==> src/rtl/wb_sequencer.sv <==
// Register-file writeback sequencer: drives the single write port, splits two-destination
// results into back-to-back writes and holds the sticky processor halt state.
module wb_sequencer #(
    parameter int unsigned              DATA_W   = 16,
    parameter int unsigned              REG_AW   = 4,
    parameter logic [REG_AW-1:0]        R15_ADDR = 4'd15
) (
    input  logic              clk,
    input  logic              rst_n,
    input  logic              in_valid,
    output logic              in_ready,
    input  logic [1:0]        wdst,
    input  logic              halt,
    input  logic [REG_AW-1:0] rd_addr,
    input  logic [REG_AW-1:0] rs_addr,
    input  logic [DATA_W-1:0] res_a,
    input  logic [DATA_W-1:0] res_b,
    output logic              rf_we,
    output logic [REG_AW-1:0] rf_waddr,
    output logic [DATA_W-1:0] rf_wdata,
    output logic              halted
);

    localparam logic [1:0] StIdle     = 2'd0;
    localparam logic [1:0] StSecond   = 2'd1;
    localparam logic [1:0] StHaltPend = 2'd2;
    localparam logic [1:0] StHalted   = 2'd3;

    logic [1:0]        state_q, state_d;
    logic [REG_AW-1:0] sec_addr_q, sec_addr_d;
    logic [DATA_W-1:0] sec_data_q, sec_data_d;
    logic              we_d;
    logic [REG_AW-1:0] waddr_d;
    logic [DATA_W-1:0] wdata_d;
    logic              two_writes;

    assign in_ready   = (state_q == StIdle);
    assign two_writes = (wdst == 2'b01) || (wdst == 2'b10);

    always_comb begin
        state_d    = state_q;
        sec_addr_d = sec_addr_q;
        sec_data_d = sec_data_q;
        we_d       = 1'b0;
        waddr_d    = rf_waddr;
        wdata_d    = rf_wdata;
        case (state_q)
            StIdle: begin
                if (in_valid) begin
                    if (wdst != 2'b11) begin
                        we_d    = 1'b1;
                        waddr_d = rd_addr;
                        wdata_d = res_a;
                    end
                    if (two_writes) begin
                        sec_addr_d = (wdst == 2'b01) ? rs_addr : R15_ADDR;
                        sec_data_d = res_b;
                        state_d    = halt ? StHaltPend : StSecond;
                    end else begin
                        state_d    = halt ? StHalted : StIdle;
                    end
                end
            end
            StSecond, StHaltPend: begin
                we_d    = 1'b1;
                waddr_d = sec_addr_q;
                wdata_d = sec_data_q;
                state_d = (state_q == StHaltPend) ? StHalted : StIdle;
            end
            default: state_d = StHalted;
        endcase
    end

    // halted tracks entry into StHalted so it rises with the halting instruction's last write
    always_ff @(posedge clk or negedge rst_n) begin
        if (!rst_n) begin
            state_q    <= StIdle;
            sec_addr_q <= '0;
            sec_data_q <= '0;
            rf_we      <= 1'b0;
            rf_waddr   <= '0;
            rf_wdata   <= '0;
            halted     <= 1'b0;
        end else begin
            state_q    <= state_d;
            sec_addr_q <= sec_addr_d;
            sec_data_q <= sec_data_d;
            rf_we      <= we_d;
            rf_waddr   <= waddr_d;
            rf_wdata   <= wdata_d;
            halted     <= (state_d == StHalted);
        end
    end

endmodule

==> config.mk <==
export PLATFORM = sky130hd
export DESIGN_NAME = wb_sequencer
export DESIGN_NICKNAME = d
export VERILOG_FILES = /design/src/rtl/wb_sequencer.sv
export SDC_FILE = /design/constraint.sdc
export NUM_CORES = 1
export LEC_CHECK = 0
export BUFFER_PORTS_ARGS = -buffer_cell sky130_fd_sc_hd__buf_2
export CAP_MARGIN = 20
export CELL_PAD_IN_SITES_DETAIL_PLACEMENT = 0
export CELL_PAD_IN_SITES_GLOBAL_PLACEMENT = 1
export CORE_AREA = 2 2 62 87
export CTS_CLUSTER_DIAMETER = 60
export DETAILED_ROUTE_END_ITERATION = 10
export DIE_AREA = 0 0 64 89
export PLACE_DENSITY = 0.84
export SLEW_MARGIN = 5
export SYNTH_ARGS = -nofsm -noshare
export SYNTH_HDL_FRONTEND = slang
export SYNTH_SLANG_ARGS = --single-unit
==> constraint.sdc <==
create_clock -name clk -period 5.6 [get_ports clk]
set_clock_uncertainty 0.2 [all_clocks]
set_input_delay 0.56 -clock clk [delete_from_list [all_inputs] [get_ports clk]]
set_output_delay 0.56 -clock clk [all_outputs]
set_load 0.03 [all_outputs]
==> impl_metrics.ini, run 1 <==
[cts]
clock-sinks = 44
clkTransAtPathRegs_ns = 0.08
cts_buffer_depth = 2
cts.repair.resized = 0
cts-htree-levels = 2
post_cts_buffers = 0
clock_latency_ns = 0.29
cts.hold.buffers_added = 0
clockRootBuffer = clkbuf_8
cts_tree = yes
cts_made_buffers = 5

[sta]
finalMaxSlewViolations = 0
fin_setup_tns_ns = 0
fin_crit_ns = 3.12
timing.fmax_ghz = 0.321
slew_headroom = 0.303
finalCritPeriodShare = 0.557
hold_ws_ns = 0.208
rsz0062_at_grt = false
finalSetupViolCount = 0
finalHoldViolCount = 0
tightest_slew_ns = 1.05

[detailed_routing]
via_per_inst = 4.76
drcViolationCount = 0
drt_iter0_markers = 51
postRouteAntennaNets = 0
post_drt_wl_per_cell_um = 14.0
vias = 1305
first_pass_iters = 4
drt_wl_total_um = 3820

[logic_synthesis]
synth.top_cell.area_share = 0.549
synthCells = 140
syn_avg_cell_area_sq_um = 14.3
synth_cell_types = 18
yosysTopAreaCell = dfrtp_1
yosysSeqAreaShare = 0.549
ys_ff_latch = 44
synth.area.top_cells = dfrtp_1 (55%), mux2_2 (31%), ha_1 (2.5%)
yosys_warnings = 0
synthesis.nets = 190
netlist_area_sq_mm = 0.00201

[global_route]
grt_pass1_wl_um = 6280
antenna_found_initial = 0
grt-ovfl-total = 0
grtUsageTotal = 0.147
grt_max_degree = 45
first_global_vias = 1329

[critical_path]
r2r_start = state_q[1]
start_kind = flip-flop
crit_required_ns = 5.57
timing.rr.end = rf_wdata[7]
cp-end-kind = flip-flop
crit_type = reg -> reg
worst_r2r_path_depth = 5
crit_fanout = 21
cp.arrival_ns = 3.09
r2r_slack_ns = 2.48

[die]
dieHeight_um = 89
die_w_um = 64
initial_core_util = 0.414
coreArea_sq_mm = 0.00484
ios = 69
dieArea_sq_mm = 0.00570
placementRows = 30

[final_layout]
final_cell_mix = buf_2 (68), mux2_2 (55), dfrtp_1 (44)
n_antenna_cell = 0
utilization = 0.510
fin_cells = 274
n_fill_cell = 434
area_growth_pct = 23.0
nets = 259
drive_above_1_share = 0.638
layout_commonest_cell = buf_2

[power]
p_leak_nw = 1.23
vdd_drop_max_mv = 0.0954
power.density_mw_per_mm2 = 239

[placement]
dp_hpwl_um = 2830
dp_cells = 266
port_buffers = 68
place.gp.congestion = 0.669

[worst_hold_path]
hp-class = in -> async

[status]
outcome = finished clean

[flow_run]
max_cap_viol_count = 0
-- Yosys cell counts --
| cell | instances |
|---|---|
| a211o_1 | 1 |
| a21oi_1 | 2 |
| buf_2 | 2 |
| buf_4 | 1 |
| buf_6 | 3 |
| dfrtp_1 | 44 |
| ha_1 | 4 |
| inv_1 | 5 |
| mux2_1 | 1 |
| mux2_2 | 55 |
| nand2_1 | 7 |
| nand3b_4 | 1 |
| nand4_1 | 1 |
| nor2b_1 | 4 |
| o21ai_0 | 6 |
| o22ai_2 | 1 |
| or2_2 | 1 |
| xor2_1 | 1 |
-- routing by layer --
metal	GRT usage	vias to the layer above	wire, um
met5	0	-	0
met2	0.254	41	2050
met3	0.0252	4	202
li1	-	625	-
met1	0.178	635	1500
met4	0.0711	0	68
-- critical path, stage by stage, from the launching register on --
cell and delay (ns):
dfrtp_1 0.39, inv_1 0.07, ha_1 0.87, inv_1 0.16, o22ai_2 0.88, mux2_2 0.42
-- kinds of logic after synthesis --
kind of cell,Yosys count,synth area share
DFF,44,0.549
buffers and inverters,11,0.0349
adders and majority gates,4,0.0250
AOI/OAI and AO/OA,10,0.0306
and+or+nand+nor,14,0.0418
xor gates and xnor gates,1,0.00437
muxes,56,0.314
-- where the power goes --
group	switching [mW]	internal [mW]
Clock	0.0994	0.0984
Sequential	0.00406	0.325
Combinational	0.0345	0.0290
Total	0.138	0.452
-- state kept, by name (all words and copies together) (netlist names) --
name and flops:
rf_wdata 16, sec_addr_q 4, rf_waddr 4, sec_data_q 16, halted 1, state_q 2, rf_we 1
-- stage by stage --
stage | power, mW | cell area [sq um] | worst slack (ns)
after floorplan | 0.366 | 2010 | 3.60
final | 0.590 | 2470 | 2.48
after global routing | 0.618 | 2470 | 2.25
after CTS | 0.599 | 2470 | 2.46
after detailed placement | 0.400 | 2370 | 2.48
after global placement | 0.399 | 2370 | 2.55
-- how the worst max path moves through the flow --
stage / cells after the start / slack, ns / endpoint / start
floorplan: 6 / 3.60 / rf_waddr[0] / state_q[1]
global placement: 5 / 2.55 / rf_wdata[4] / state_q[1]
detailed placement: 5 / 2.48 / rf_wdata[6] / state_q[1]
CTS: 5 / 2.46 / rf_wdata[7] / state_q[1]
global route: 5 / 2.25 / rf_wdata[5] / state_q[1]
finish: 5 / 2.48 / rf_wdata[7] / state_q[1]
-- layout make-up --
cell class	instances	area, sq um	share of cell area
clock buffer	6	82.6	0.0335
tap	64	80.1	0.0325
sequential	44	1100	0.446
multi-input combinational	85	835	0.338
inverter	5	18.8	0.00761
clock inverter	2	10.0	0.00406
timing repair buffer	68	340	0.138
Power figures use the tool's default switching activity.
==> inputs of run 2 (changes only) <==
--- a/config.mk
+++ b/config.mk
@@ -5,15 +5,16 @@
 export SDC_FILE = /design/constraint.sdc
 export NUM_CORES = 1
 export LEC_CHECK = 0
+export ABC_AREA = 1
 export BUFFER_PORTS_ARGS = -buffer_cell sky130_fd_sc_hd__buf_2
 export CAP_MARGIN = 20
 export CELL_PAD_IN_SITES_DETAIL_PLACEMENT = 0
 export CELL_PAD_IN_SITES_GLOBAL_PLACEMENT = 1
-export CORE_AREA = 2 2 62 87
+export CORE_AREA = 2 2 69 97
 export CTS_CLUSTER_DIAMETER = 60
 export DETAILED_ROUTE_END_ITERATION = 10
-export DIE_AREA = 0 0 64 89
-export PLACE_DENSITY = 0.84
+export DIE_AREA = 0 0 71 99
+export PLACE_DENSITY = 0.79
 export SLEW_MARGIN = 5
 export SYNTH_ARGS = -nofsm -noshare
 export SYNTH_HDL_FRONTEND = slang
==> constraint.sdc (replaced) <==
create_clock -name clk -period 2.93 [get_ports clk]
set_clock_uncertainty 0.2 [all_clocks]
set_input_delay 0.293 -clock clk [delete_from_list [all_inputs] [get_ports clk]]
set_output_delay 0.293 -clock clk [all_outputs]
set_load 0.03 [all_outputs]
==> run 2 against run 1 <==
  * Cell count up 51%
  * Flip-flop and latch count unchanged
  * Register-to-register slack worse by 1.7 ns
  * Sequential power up 84%
  * Non-clock buffer count up 13
  * Synthesized area up 7.9%
  * Global-route usage down 0.37 points
  * Routed wire length up 24%
  * Maximum frequency up 44%
  * Critical path depth up 2
  * Synthesized cell count up 89%
  * Critical endpoint is now sec_addr_q[2]
  * Highest routed layer unchanged
==> impl_metrics.ini, run 2 <==
[cts]
clockRootBuffer = clkbuf_8
clock-sinks = 44
cts.repair.resized = 0
clock_latency_ns = 0.29
cts_tree = yes
clkTransAtPathRegs_ns = 0.08
cts_buffer_depth = 2
cts-htree-levels = 2
cts_made_buffers = 5

[global_route]
first_global_vias = 1714
grtUsageTotal = 0.143
grt_max_degree = 45
antenna_found_initial = 0
grt-ovfl-total = 0
grt_pass1_wl_um = 7930

[critical_path]
crit_fanout = 24
critical_path.startpoint = state_q[1]
crit_required_ns = 2.91
crit_type = reg -> reg
start_kind = flip-flop
cp.arrival_ns = 2.15
worst_r2r_path_depth = 7
r2r_slack_ns = 0.76
timing.rr.end = sec_addr_q[2]
r2r_start = state_q[1]
cp-end-kind = flip-flop

[sta]
timing.fmax_ghz = 0.461
tightest_slew_ns = 0.559
fin_ws_ns = 0.760
slew_headroom = 0.627
finalMaxSlewViolations = 0
fin_setup_tns_ns = 0
finalSetupViolCount = 0
finalCritPeriodShare = 0.741
rsz0062_at_grt = false
fin_crit_ns = 2.17
finalHoldViolCount = 0
hold_ws_ns = 0.0131

[final_layout]
n_fill_cell = 656
n_antenna_cell = 0
top_regs = rf_wdata x16, sec_data_q x16
area_growth_pct = 27.2
final_cell_mix = nand2_1 (131), buf_2 (68), dfrtp_1 (44)
layout_commonest_cell = nand2_1
drive_above_1_share = 0.300
nets = 392
fin_cells = 415

[placement]
dp_slack_ns = 0.745
dp_cells = 396
dp_hpwl_um = 3290
place.gp.congestion = 0.710
port_buffers = 68

[logic_synthesis]
synth.area.top_cells = dfrtp_1 (51%), nand2_1 (23%), o21ai_2 (8.1%)
async_flop_share = 1.00
ys_ff_latch = 44
yosysMostFrequentCell = nand2_1
synthTopCellsByCount = nand2_1 (131), dfrtp_1 (44), inv_1 (32), o21ai_2 (20), o21ai_0 (10)
synth_ff_type = dfrtp_1
netlist_area_sq_mm = 0.00216
synth.top_cell.area_share = 0.509
synth_cell_types = 18
synth-compound-area-share = 0.119
muxShareOfSynthArea = 0
synth-simple-area-share = 0.247
syn_avg_cell_area_sq_um = 8.16
synthesis.nets = 315
synthAdderAreaFrac = 0.0231
synthCells = 265
yosysSeqAreaShare = 0.509
yosysTopAreaCell = dfrtp_1
yosys_warnings = 0
synth_edf_count = 0
synth-xor-area-share = 0
synth_top_family_by_area = simple AND/OR/NAND/NOR gates

[die]
die_w_um = 71
ios = 69
dieHeight_um = 99
dieArea_sq_mm = 0.00703
initial_core_util = 0.351
placementRows = 34
coreArea_sq_mm = 0.00617

[power]
vdd_drop_max_mv = 0.206
power.density_mw_per_mm2 = 414
p_leak_nw = 1.54

[worst_hold_path]
hp-class = in -> reg
hold_path_end = sec_data_q[6]
min_path_cells = 3
worstHoldStart = res_b[6]

[detailed_routing]
first_pass_iters = 6
vias = 1786
drcViolationCount = 0
post_drt_wl_per_cell_um = 11.4
via_per_inst = 4.30
drt_wl_total_um = 4730
postRouteAntennaNets = 0
drt_iter0_markers = 109

[status]
outcome = finished clean

[flow_run]
max_cap_viol_count = 0
==> run 2: logic make-up after synthesis <==
kind of cell,count (synthesis)
fa+ha+maj,4
flops,44
compound gates,33
simple gates,139
buf+inv,45
==> run 2: power breakdown <==
| group | leakage (nW) | switching, mW | internal (mW) | total, mW |
|---|---|---|---|---|
| Sequential | 0.479 | 0 | 0.607 | 0.607 |
| Clock | 0.0552 | 0.203 | 0.253 | 0.456 |
| Combinational | 1.01 | 0.0364 | 0.0415 | 0.0778 |
| Total | 1.54 | 0.239 | 0.901 | 1.14 |
==> run 2: worst max-delay path by stage <==
stage	end	slack, ns	cells after the start
2_1_floorplan	sec_data_q[10]	1.10	8
3_3_place_gp	sec_addr_q[2]	0.78	7
3_5_place_dp	sec_addr_q[2]	0.74	7
4_1_cts	sec_addr_q[2]	0.74	7
5_1_grt	sec_data_q[3]	0.58	7
6_report	sec_addr_q[2]	0.76	7
==> run 2: layout make-up <==
| cell class | count | area [sq um] | area share |
|---|---|---|---|
| multi-input cells | 176 | 842 | 0.306 |
| clock buffers | 6 | 72.6 | 0.0264 |
| inverters | 34 | 128 | 0.0464 |
| flip-flops and latches | 44 | 1100 | 0.400 |
| repair buffers | 81 | 483 | 0.176 |
| clock inverters | 2 | 35.0 | 0.0127 |
| well taps | 72 | 90.1 | 0.0327 |
==> run 2: worst max-delay path, stage by stage, from the launching register on <==
cell and delay, ns:
dfrtp_1 0.39, inv_1 0.11, ha_1 0.29, nand2_2 0.15
nor2_4 0.46, inv_2 0.28, nand2_1 0.13, nand2_1 0.05
==> run 2: timing repair <==
item,4_1_cts,5_1_grt
hold buffers,9,1
hold endpoints to repair,9,21
setup buffers,0,0
==> run 2: per-layer routing <==
layer	track usage	up-vias	part of all wire
li1	-	947	-
met1	0.174	799	0.42
met2	0.252	38	0.53
met3	0.0256	2	0.040
met4	0.0479	0	0.0085
met5	0	-	0
==> run 2: metrics by stage <==
| step | instance area (sq um) | utilization | total power, mW |
|---|---|---|---|
| 6_report | 2750 | 0.446 | 1.14 |
| 5_1_grt | 2750 | 0.446 | 1.20 |
| 4_1_cts | 2710 | 0.440 | 1.16 |
| 3_5_place_dp | 2520 | 0.408 | 0.684 |
| 3_3_place_gp | 2520 | 0.408 | 0.684 |
| 2_1_floorplan | 2160 | - | 0.636 |
